## src/rtl/fft_input_loader.sv

```systemverilog
// fft_input_loader
// Feeds one frame of NUMSAMPLES time-domain samples from a valid/ready
// stream into the four RAM banks of the fft core, in natural or
// bit-reversed order, and answers the core's ld_data request with ld_done.
//
// Ports:
//   clk          rising-edge clock
//   rst          synchronous active-high reset
//   ld_data      load request from the fft core (level)
//   ld_done      frame fully committed to the banks (held while ld_data high)
//   in_valid     upstream sample valid
//   in_data      upstream sample
//   in_ready     loader accepts a sample this cycle
//   bank_wr_en   one-hot bank write enable
//   bank_wr_addr write address shared by all banks
//   bank_wr_data write data broadcast to all banks
//   busy         loading or flushing the final write
//   sample_cnt   samples accepted in the current frame
module fft_input_loader #(
    parameter int WORDSIZE   = 16,
    parameter int ADDRSIZE   = 3,
    parameter int NUMSAMPLES = 32,
    parameter int BITREV     = 1
) (
    input  logic                  clk,
    input  logic                  rst,
    input  logic                  ld_data,
    output logic                  ld_done,
    input  logic                  in_valid,
    input  logic [WORDSIZE-1:0]   in_data,
    output logic                  in_ready,
    output logic [3:0]            bank_wr_en,
    output logic [ADDRSIZE-1:0]   bank_wr_addr,
    output logic [WORDSIZE-1:0]   bank_wr_data,
    output logic                  busy,
    output logic [ADDRSIZE+1:0]   sample_cnt
);

    localparam int CW = ADDRSIZE + 2;

    typedef enum logic [1:0] {
        S_IDLE  = 2'd0,
        S_LOAD  = 2'd1,
        S_FLUSH = 2'd2,
        S_DONE  = 2'd3
    } state_t;

    state_t              state_r;
    state_t              state_s;
    logic [CW-1:0]       sample_cnt_r;
    logic [CW-1:0]       sample_cnt_s;
    logic                accept_s;
    logic [CW-1:0]       map_s;
    logic [3:0]          wr_en_r;
    logic [ADDRSIZE-1:0] wr_addr_r;
    logic [WORDSIZE-1:0] wr_data_r;

    function automatic logic [CW-1:0] bit_reverse(input logic [CW-1:0] v);
        logic [CW-1:0] r;
        for (int i = 0; i < CW; i++) begin
            r[i] = v[CW-1-i];
        end
        return r;
    endfunction

    assign accept_s = in_valid && (state_r == S_LOAD);

    // The current count is the index of the sample being accepted.
    assign map_s = (BITREV != 0) ? bit_reverse(sample_cnt_r) : sample_cnt_r;

    // Next-state and sample counter logic.
    always_comb begin
        state_s      = state_r;
        sample_cnt_s = sample_cnt_r;
        case (state_r)
            S_IDLE: begin
                if (ld_data) begin
                    state_s      = S_LOAD;
                    sample_cnt_s = '0;
                end else begin
                    state_s = S_IDLE;
                end
            end
            S_LOAD: begin
                // ld_data is deliberately ignored here: a started frame always completes.
                if (accept_s) begin
                    sample_cnt_s = sample_cnt_r + CW'(1);
                    if (sample_cnt_r == CW'(NUMSAMPLES - 1)) begin
                        state_s = S_FLUSH;
                    end else begin
                        state_s = S_LOAD;
                    end
                end else begin
                    state_s = S_LOAD;
                end
            end
            S_FLUSH: begin
                state_s = S_DONE;
            end
            S_DONE: begin
                if (!ld_data) begin
                    state_s = S_IDLE;
                end else begin
                    state_s = S_DONE;
                end
            end
            default: begin
                state_s      = S_IDLE;
                sample_cnt_s = '0;
            end
        endcase
    end

    // State and sample counter registers.
    always_ff @(posedge clk) begin
        if (rst) begin
            state_r      <= S_IDLE;
            sample_cnt_r <= '0;
        end else begin
            state_r      <= state_s;
            sample_cnt_r <= sample_cnt_s;
        end
    end

    // One-cycle write stage; address and data hold when no write is issued.
    always_ff @(posedge clk) begin
        if (rst) begin
            wr_en_r   <= 4'b0000;
            wr_addr_r <= '0;
            wr_data_r <= '0;
        end else if (accept_s) begin
            wr_en_r   <= 4'b0001 << map_s[1:0];
            wr_addr_r <= map_s[CW-1:2];
            wr_data_r <= in_data;
        end else begin
            wr_en_r <= 4'b0000;
        end
    end

    // Status outputs decode directly from the state register, so ld_done
    // rises only in the cycle after the FLUSH write has committed.
    assign in_ready     = (state_r == S_LOAD);
    assign busy         = (state_r == S_LOAD) || (state_r == S_FLUSH);
    assign ld_done      = (state_r == S_DONE);
    assign sample_cnt   = sample_cnt_r;
    assign bank_wr_en   = wr_en_r;
    assign bank_wr_addr = wr_addr_r;
    assign bank_wr_data = wr_data_r;

endmodule

```

## config.mk

```make
export PLATFORM = sky130hd
export DESIGN_NAME = fft_input_loader
export DESIGN_NICKNAME = d
export VERILOG_FILES = /design/src/rtl/fft_input_loader.sv
export SDC_FILE = /design/constraint.sdc
export NUM_CORES = 1
export LEC_CHECK = 0
export CORE_MARGIN = 10
export CORE_UTILIZATION = 36
export CTS_CLUSTER_SIZE = 25
export DETAILED_ROUTE_END_ITERATION = 8
export PLACE_DENSITY_LB_ADDON = 0.2
export SYNTH_ARGS = -nofsm -noshare
export SYNTH_HDL_FRONTEND = slang
export SYNTH_SLANG_ARGS = --single-unit
```

## constraint.sdc

```tcl
create_clock -name clk -period 2 [get_ports clk]
set_input_delay 0.4 -clock clk [delete_from_list [all_inputs] [get_ports clk]]
set_output_delay 0.4 -clock clk [all_outputs]
set_load 0.05 [all_outputs]
```

==> summary.md, run 1 <==
| Metric | Value |
|---|---|
| Slew Limit Fails | 0 |
| Post-layout min period | approximately 1900 ps |
| Rel. slew slack | 0.640 |
| Syn_nets | approximately 160 |
| DR iter-0 viols | 40 |
| Most frequent cells after synthesis | nand2_1, dfxtp_1, a21oi_1 |
| CP cell instances | clkdlybuf4s50_1 |
| Top Ports | between 50 and 60 |
| First-pass GRT wire length | between 5 and 6 mm |
| Synth Instances | approximately 140 |
| Layout Area Growth over Synthesis | 52.7% |
| Core ar. | 3100 um2 |
| DIE HEIGHT | between 70 and 80 um |
| Clk_skew | ~5.7 ps |
| Worst-Skew Late Latency | roughly 320 ps |
| Mean post-synth cell area | ~8.6 um2 |
| Req. time, crit path | between 1500 and 2000 ps |
| Status | finished clean |
| Final net count | roughly 220 |
| Largest area contributor in the netlist | dfxtp_1 |
| Fill count | 320 |
| CTS Buf Count | 5 |
| Detailed placement HPWL | roughly 2.5 mm |
| Multi-input gate area | 532 um2 |
| Clock-pin slew on the worst setup and hold paths | roughly 90 ps |
| R2r setup slk | roughly 260 ps |
| Via count | between 1k and 1.5k |
| Finished Cell Area | around 1800 um2 |
| CTS-repair resized insts | 0 |
| Num rows | 20 |
| Register Area | between 600 and 700 um2 |
| Initial core utilization | 0.381 |
| Bufs on Longest Clock Path | 2 |
| Bufs and invs on worst path | 1 |
| Reg2Reg Capture Point | sample_cnt[3] |
| Finished Layout Cells | around 230 |
| Final Hold Viols | 0 |
| Power per cell area | ~740 nW/um2 |
| PortBufs | 50 |
| Async set-or-reset flop fraction in the synthesized netlist | 0 |
| Worst slew pin tran | roughly 540 ps |
| Die area | 5980 um2 |
| Die W | just under 80 um |
| Fmax achieved | roughly 0.53 GHz |
| CP Launch Type | register |
| Final period utilization | 0.942 |
| RD Place Congestion | roughly 0.75 |
| Drt drc | 0 |
| Wire per inst | approximately 14 um |
| Lkg Pwr | ~0.67 nW |
| Slowest CP cell | clkdlybuf4s50_1 |
| Post-CTS setup buffer count | 0 |
| Placed Cells | ~230 |
| Placement-stage cell area | around 1700 um2 |
| Setup TNS | 0 ps |
| CTS hold repair buffers | 0 |
| Total track usage | 0.110 |
| Worst Hold Class | register to register |
| Router iterations before antenna repair | 4 |
| YS warnings | 0 |
| Top delay family on crit path | buffers and inverters |
| RR Startpoint | state_r[1] |
| Clk root buf | clkbuf_4 |
| Register area share after synthesis | 0.507 |
| Largest net degree at the start of global routing | 23 |
| #FFs+latches synth | 30 |
| Maxcap violations | 0 |
| Initial antenna violation count | 0 |
| Max FO, Critical Path | 2 |
| Crit path to | bank_wr_addr[1] |
| CTS H-Tree Depth | 2 |
| Detail Route Antenna Nets | 0 |
| Synth top area cells | dfxtp_1, nand2_1, a21oi_1 |
| Syn Std Cell Area | 1180 um2 |
| Worst EP arrival | about 1500 ps |
| Critical path launch point | bank_wr_addr[1] |
| Crit end category | output port |
| Worst R2R Path Depth | 5 |
| Post-synth EDFFs | 0 |
| CP Depth | 1 |
| CP max stage delay | ~800 ps |
| Synth top area share | 0.507 |
| Final total power | between 0.001 and 0.0015 W |
| Netlist cell types | 26 |
| Share of layout cells above drive strength 1 | 0.105 |
| Crit path kind | register to output port |
| Vias/cell | a little under 5 |
| Final setup violation count | 0 |
| Total gr overflow | 0 |
| Total routed wirelength | approximately 3.3 mm |
| Most frequent cell after synthesis | nand2_1 |
| Vias in the first global route | 1124 |
| Peak VDD IR | 633 uV |
| Num Clock Sinks | 30 |
| RSZ-0062 raised after global routing | false |
| Worst Hold Slack | around 460 ps |
| TritonCTS clock tree | built |
| Ant diodes | 0 |
| Synth Flop Type | dfxtp_1 |
[final cells by class]
type	instances	area share
Timing Repair Buffer	53	0.292
Inverter	3	0.00623
Clock inverter	1	0.0166
Clock buffer	6	0.0284
Multi-Input combinational cell	97	0.294
Tap cell	44	0.0304
Sequential cell	30	0.332
[metrics by stage]
stage,util,setup WS (ps)
finish,0.583,116
global route,0.583,50.5
CTS,0.583,96.6
detailed placement,0.556,137
global placement,0.556,194
floorplan,-,191
[state kept, by name, summed over array words and instances (netlist names)]
| signal | flops |
|---|---|
| bank_wr_addr | 3 |
| bank_wr_en | 4 |
| state_r | 2 |
| bank_wr_data | 16 |
| sample_cnt | 5 |
[power by group]
group	internal, W	total [W]	switching, W
Combinational	0.0000934	0.000228	0.000134
Clock	0.000291	0.000486	0.000195
Sequential	0.000613	0.000623	0.00000922
[layer usage]
metal / routed length [um] / vias to the layer above / part of all wire / global-route usage
li1: - / 574 / - / -
met1: 1390 / 516 / 0.42 / 0.118
met2: 1560 / 50 / 0.47 / 0.185
met3: 322 / 8 / 0.098 / 0.0588
met4: 33 / 0 / 0.010 / 0.0328
met5: 0 / - / 0 / 0
[cell families after synthesis]
family                     share of synthesized area
DFF                                            0.507
muxes                                         0.0116
AOI/OAI and AO/OA                              0.150
adders and majority gates                     0.0634
and+or+nand+nor                                0.224
buffers and inverters                         0.0433
[cell usage in the layout, fill, tap and decap left out, drive strengths merged]
cell type	count
clkbuf	6
dfxtp	30
nor3	2
a211oi	1
nand4b	1
or4	2
and3	1
mux2i	1
ha	6
a21oi	25
o21ai	3
and4b	1
nor4	1
bufinv	1
nand3	1
o21bai	1
clkdlybuf4s50	42
nand4	2
nand2	41
nor4b	2
nor2b	1
a21o	1
buf	11
and2	1
nand2b	1
inv	3
o31ai	2
[worst min path at each step]
stage | startpoint | end | slack [ps] | cells past startpoint
after floorplan | in_data[0] | bank_wr_data[0] | 540 | 2
after global placement | bank_wr_data[8] | bank_wr_data[8] | 440 | 2
after detailed placement | bank_wr_data[8] | bank_wr_data[8] | 450 | 2
after CTS | bank_wr_data[8] | bank_wr_data[8] | 460 | 2
after global routing | bank_wr_data[5] | bank_wr_data[5] | 470 | 2
final | bank_wr_data[8] | bank_wr_data[8] | 460 | 2
Power figures use the tool's default switching activity.
==> run 2: changes to the inputs <==
--- a/config.mk
+++ b/config.mk
@@ -9,6 +9,7 @@
 export CORE_UTILIZATION = 36
 export CTS_CLUSTER_SIZE = 25
 export DETAILED_ROUTE_END_ITERATION = 8
+export MAX_ROUTING_LAYER = met4
 export PLACE_DENSITY_LB_ADDON = 0.2
 export SYNTH_ARGS = -nofsm -noshare
 export SYNTH_HDL_FRONTEND = slang
==> run 2 against run 1 <==
Compared with the run above: sequential power barely moved; cell area stayed put; critical path depth unchanged; sequential share of layout area unchanged; first-iteration DRC count fell by 7.5%; critical path type unchanged; critical endpoint unchanged; largest cell class unchanged; highest routed layer unchanged.
==> summary.md, run 2 (synthesis gave the netlist of run 1 again) <==
| Metric | Value |
|---|---|
| Maxcap violations | 0 |
| Bufs and invs on worst path | 1 |
| DR iter-0 viols | 37 |
| Pint | between 0.0009 and 0.001 W |
| Register Area | roughly 600 um2 |
| Final Hold Viols | 0 |
| Total track usage | 0.114 |
| Worst-Skew Late Latency | 320 ps |
| Worst Hold Slack | roughly 460 ps |
| GRT busiest layer | met2 |
| Met2 Usage GRT | 0.185 |
| Slew Limit Fails | 0 |
| Detailed placement HPWL | approximately 2.5 mm |
| Switching power | 0.000337 W |
| Critical path launch point | bank_wr_addr[1] |
| Clock network power share | 0.363 |
| Ant diodes | 0 |
| Die area | 5980 um2 |
| Router iterations before antenna repair | 4 |
| Top Ports | roughly 50 |
| CTS H-Tree Depth | 2 |
| Num rows | 20 |
| RR Startpoint | state_r[1] |
| Drt drc | 0 |
| Worst R2R Path Depth | 5 |
| Number of flip-flops in the largest register | 16 |
| Setup TNS | 0 ps |
| Num Clock Sinks | 30 |
| Initial antenna violation count | 0 |
| Power per cell area | between 700 and 800 nW/um2 |
| Largest net degree at the start of global routing | 23 |
| Final setup violation count | 0 |
| Met1 usage in global routing | 0.123 |
| CTS-repair resized insts | 0 |
| Die W | 77.3 um |
| Post-layout min period | 1880 ps |
| Clk root buf | clkbuf_4 |
| Final net count | ~220 |
| Status | finished clean |
| Worst EP arrival | 1480 ps |
| CTS hold repair buffers | 0 |
| Slowest CP cell | clkdlybuf4s50_1 |
| R2r setup slk | approximately 270 ps |
| Worst Hold Class | register to register |
| Combinational share of power | 0.170 |
| Top delay family on crit path | buffers and inverters |
| Clock-pin slew on the worst setup and hold paths | approximately 90 ps |
| PortBufs | 50 |
| Final period utilization | 0.942 |
| DIE HEIGHT | between 70 and 80 um |
| Clk_skew | approximately 6.1 ps |
| Crit path kind | register to output port |
| Worst slew pin tran | around 540 ps |
| CP Depth | 1 |
| Layout Area Growth over Synthesis | 52.7% |
| TritonCTS clock tree | built |
| Bufs on Longest Clock Path | 2 |
| Hold Startpoint | bank_wr_data[8] |
| Reg2Reg Capture Point | sample_cnt[3] |
| Commonest non-fill, non-tap cell in the layout | clkdlybuf4s50_1 |
| Layout Utilization | 0.583 |
| Wire per inst | about 14 um |
| Fmax achieved | 0.531 GHz |
| CTS Buf Count | 5 |
| Post-CTS setup buffer count | 0 |
| Via count | 1129 |
| Placed Cells | about 230 |
| Share of layout cells above drive strength 1 | 0.105 |
| Fill count | 320 |
| CP cell instances | clkdlybuf4s50_1 |
| Vias/cell | 4.82 |
| Total gr overflow | 0 |
| Crit path to | bank_wr_addr[1] |
| Sw Ratio | 0.253 |
| Detail Route Antenna Nets | 0 |
| Multi-input gate area | approximately 530 um2 |
| Req. time, crit path | approximately 1600 ps |
| Crit end category | output port |
| Finished Layout Cells | roughly 230 |
| Rel. slew slack | 0.640 |
| Commonest cells after routing, fill and taps aside | clkdlybuf4s50_1, nand2_1, dfxtp_1 |
| RSZ-0062 raised after global routing | false |
| Max FO, Critical Path | 2 |
| Initial core utilization | 0.381 |
| RD Place Congestion | between 0.7 and 0.8 |
| Met3 Resource Use GR | 0.0495 |
| Lkg Pwr | 0.673 nW |
| CP Launch Type | register |
| Final total power | approximately 0.0013 W |
| Sequential share of power | 0.466 |
| First-pass GRT wire length | about 5.4 mm |
| Peak VDD IR | approximately 630 uV |
| CP max stage delay | about 820 ps |
| Core ar. | approximately 3100 um2 |
| Total routed wirelength | 3.27 mm |
| Vias in the first global route | 1126 |
run 2: cell counts in the layout (fill, tap and decap cells not counted):
No cell type changed its count.
run 2: worst min path at each step:
stage                            to  slack, ps  depth (start not counted)
floorplan           bank_wr_data[0]        540                          2
global placement    bank_wr_data[8]        440                          2
detailed placement  bank_wr_data[8]        450                          2
CTS                 bank_wr_data[8]        460                          2
global route        bank_wr_data[5]        470                          2
finish              bank_wr_data[8]        460                          2
run 2: layout make-up:
type                       instances  area share
sequential                        30       0.332
tap                               44      0.0304
multi-input combinational         97       0.294
timing repair buffer              53       0.292
clock inverter                     1      0.0166
inverter                           3     0.00623
clock buffer                       6      0.0284
run 2: per-stage QoR:
step	setup WS (ps)	cell area (um2)
final	116	1810
after global routing	54.2	1810
after CTS	96.6	1810
after detailed placement	137	1730
after global placement	194	1730
after floorplan	191	1180
run 2: power groups by stage:
stage,Sequential (W),Clock [W],Combinational [W]
final,0.000623,0.000485,0.000227
after global routing,0.000625,0.000524,0.000244
after CTS,0.000623,0.000496,0.000229
after detailed placement,0.000637,0,0.000228
after global placement,0.000636,0,0.000224
after floorplan,0.000687,0,0.0000787
run 2: metal layers:
| metal | share of wire | wire (um) | vias up |
|---|---|---|---|
| met4 | 0.0095 | 31 | 0 |
| met3 | 0.068 | 222 | 6 |
| met5 | 0 | 0 | - |
| met1 | 0.45 | 1460 | 511 |
| met2 | 0.48 | 1560 | 37 |
| li1 | - | - | 575 |
==> run 3: changes to the inputs <==
--- a/config.mk
+++ b/config.mk
@@ -5,12 +5,14 @@
 export SDC_FILE = /design/constraint.sdc
 export NUM_CORES = 1
 export LEC_CHECK = 0
+export CORE_ASPECT_RATIO = 1.75
 export CORE_MARGIN = 10
 export CORE_UTILIZATION = 36
 export CTS_CLUSTER_SIZE = 25
 export DETAILED_ROUTE_END_ITERATION = 8
 export MAX_ROUTING_LAYER = met4
 export PLACE_DENSITY_LB_ADDON = 0.2
+export SLEW_MARGIN = 10
 export SYNTH_ARGS = -nofsm -noshare
 export SYNTH_HDL_FRONTEND = slang
 export SYNTH_SLANG_ARGS = --single-unit
==> run 3 against run 2 <==
Compared with the run above: sequential cell count stayed put; global-route usage up 0.58 points; non-clock buffer count down 1; critical endpoint is now bank_wr_data[8]; routed wire length grew 2.7%; worst hold slack worse by 4.0 ps; die area rose by 1.5%; final cell count is 0.85% lower; sequential power barely moved; clock skew shrank 1.6 ps; sequential share of layout area rose by 0.25 points; register-to-register slack got worse by 20 ps; core utilization fell by 1.2 points.
==> summary.md, run 3 (synthesis gave the netlist of run 1 again) <==
| Metric | Value |
|---|---|
| CTS hold repair buffers | 0 |
| TritonCTS clock tree | built |
| Placed Cells | roughly 230 |
| CTS Buf Count | 5 |
| Pre-CTS setup slack | roughly 130 ps |
| Slew Limit Fails | 0 |
| Peak VDD IR | around 450 uV |
| Post-layout min period | about 1800 ps |
| Final worst slack | roughly 170 ps |
| RD Place Congestion | between 0.8 and 0.9 |
| Die W | between 60 and 70 um |
| Final Hold Viols | 0 |
| Max FO, Critical Path | 2 |
| Via count | 1125 |
| Status | finished clean |
| Core ar. | approximately 3100 um2 |
| Detail Route Antenna Nets | 0 |
| Crit path kind | register to output port |
| Top delay family on crit path | buffers and inverters |
| Final net count | 215 |
| Power per cell area | roughly 720 nW/um2 |
| Num Clock Sinks | 30 |
| Post-CTS setup buffer count | 0 |
| Total routed wirelength | roughly 3.4 mm |
| Top Ports | just over 50 |
| Number of flip-flops in the largest register | 16 |
| Initial antenna violation count | 0 |
| Clock-pin slew on the worst setup and hold paths | around 50 ps |
| Clk root buf | clkbuf_8 |
| RSZ-0062 raised after global routing | false |
| Final period utilization | 0.913 |
| PortBufs | 50 |
| Wire per inst | around 14 um |
| Req. time, crit path | around 1600 ps |
| Crit end category | output port |
| Total gr overflow | 0 |
| CP max stage delay | 820 ps |
| Worst Hold Class | register to register |
| Ant diodes | 0 |
| Commonest cells after routing, fill and taps aside | clkdlybuf4s50_1, nand2_1, dfxtp_1 |
| Clk_skew | roughly 4.6 ps |
| CTS-repair resized insts | 0 |
| Drt drc | 0 |
| Maxcap violations | 0 |
| Vias in the first global route | 1137 |
| Die area | ~6100 um2 |
| DIE HEIGHT | ~96 um |
| DR iter-0 viols | 22 |
| Setup TNS | 0 ps |
| CTS H-Tree Depth | 2 |
| Bufs and invs on worst path | 1 |
| Final setup violation count | 0 |
| Router iterations before antenna repair | 4 |
| Slowest CP cell | clkdlybuf4s50_1 |
| Largest net degree at the start of global routing | 30 |
| Fmax achieved | 0.548 GHz |
| Detailed placement HPWL | 2.56 mm |
| Rel. slew slack | 0.650 |
| Worst-Skew Late Latency | 270 ps |
| Lkg Pwr | ~0.66 nW |
| CP cell instances | clkdlybuf4s50_1 |
| Finished Layout Cells | between 200 and 250 |
| Worst Hold Slack | 453 ps |
| CP Launch Type | register |
| Layout Area Growth over Synthesis | 51.6% |
| Total track usage | 0.119 |
| Initial core utilization | 0.377 |
| Bufs on Longest Clock Path | 2 |
| Commonest non-fill, non-tap cell in the layout | clkdlybuf4s50_1 |
| Share of layout cells above drive strength 1 | 0.0899 |
| Vias/cell | 4.85 |
| First-pass GRT wire length | 5.60 mm |
| Worst EP arrival | 1430 ps |
| Num rows | 27 |
| Worst slew pin tran | between 500 and 600 ps |
run 3: cell types whose count changed in the layout (fill, tap and decap cells not counted):
cell       change
clkbuf_8       +4
clkbuf_4       -5
bufinv_16      -1
buf_4          -1
clkbuf_1       +2
run 3: report_power, final:
group / switching (W) / total [W] / internal [W]
clock network: 0.000199 / 0.000438 / 0.000239
registers: 0.00000907 / 0.000624 / 0.000615
logic: 0.000133 / 0.000225 / 0.0000922
run 3: routing by layer:
layer  part of all wire  track usage
met1               0.38        0.111
met2               0.55        0.219
met3              0.051       0.0384
met4              0.020       0.0549
met5                  0            -
run 3: path summary, 6_finish.rpt:
kind               startpoint                to  slack [ps]  cells after the start
min          bank_wr_data[15]  bank_wr_data[15]         450                      2
max reg2reg        state_r[1]     sample_cnt[3]         250                      5
min reg2reg  bank_wr_data[15]  bank_wr_data[15]         450                      2
max           bank_wr_data[8]   bank_wr_data[8]         170                      1
run 3: final cells by class:
type | instances | area, um2
Clock buffer | 7 | 76.3
Tap cell | 43 | 53.8
Timing Repair Buffer | 52 | 520
Sequential cell | 30 | 601
Multi-Input combinational cell | 97 | 532
Inverter | 3 | 11.3
Fill cell | 317 | 1350
run 3: metrics by stage:
step	power (W)	util	cell area (um2)
6_report	0.00129	0.571	1790
5_1_grt	0.00135	0.571	1790
4_1_cts	0.00131	0.571	1790
3_5_place_dp	0.000864	0.547	1720
3_3_place_gp	0.000859	0.547	1720
2_1_floorplan	0.000766	-	1180
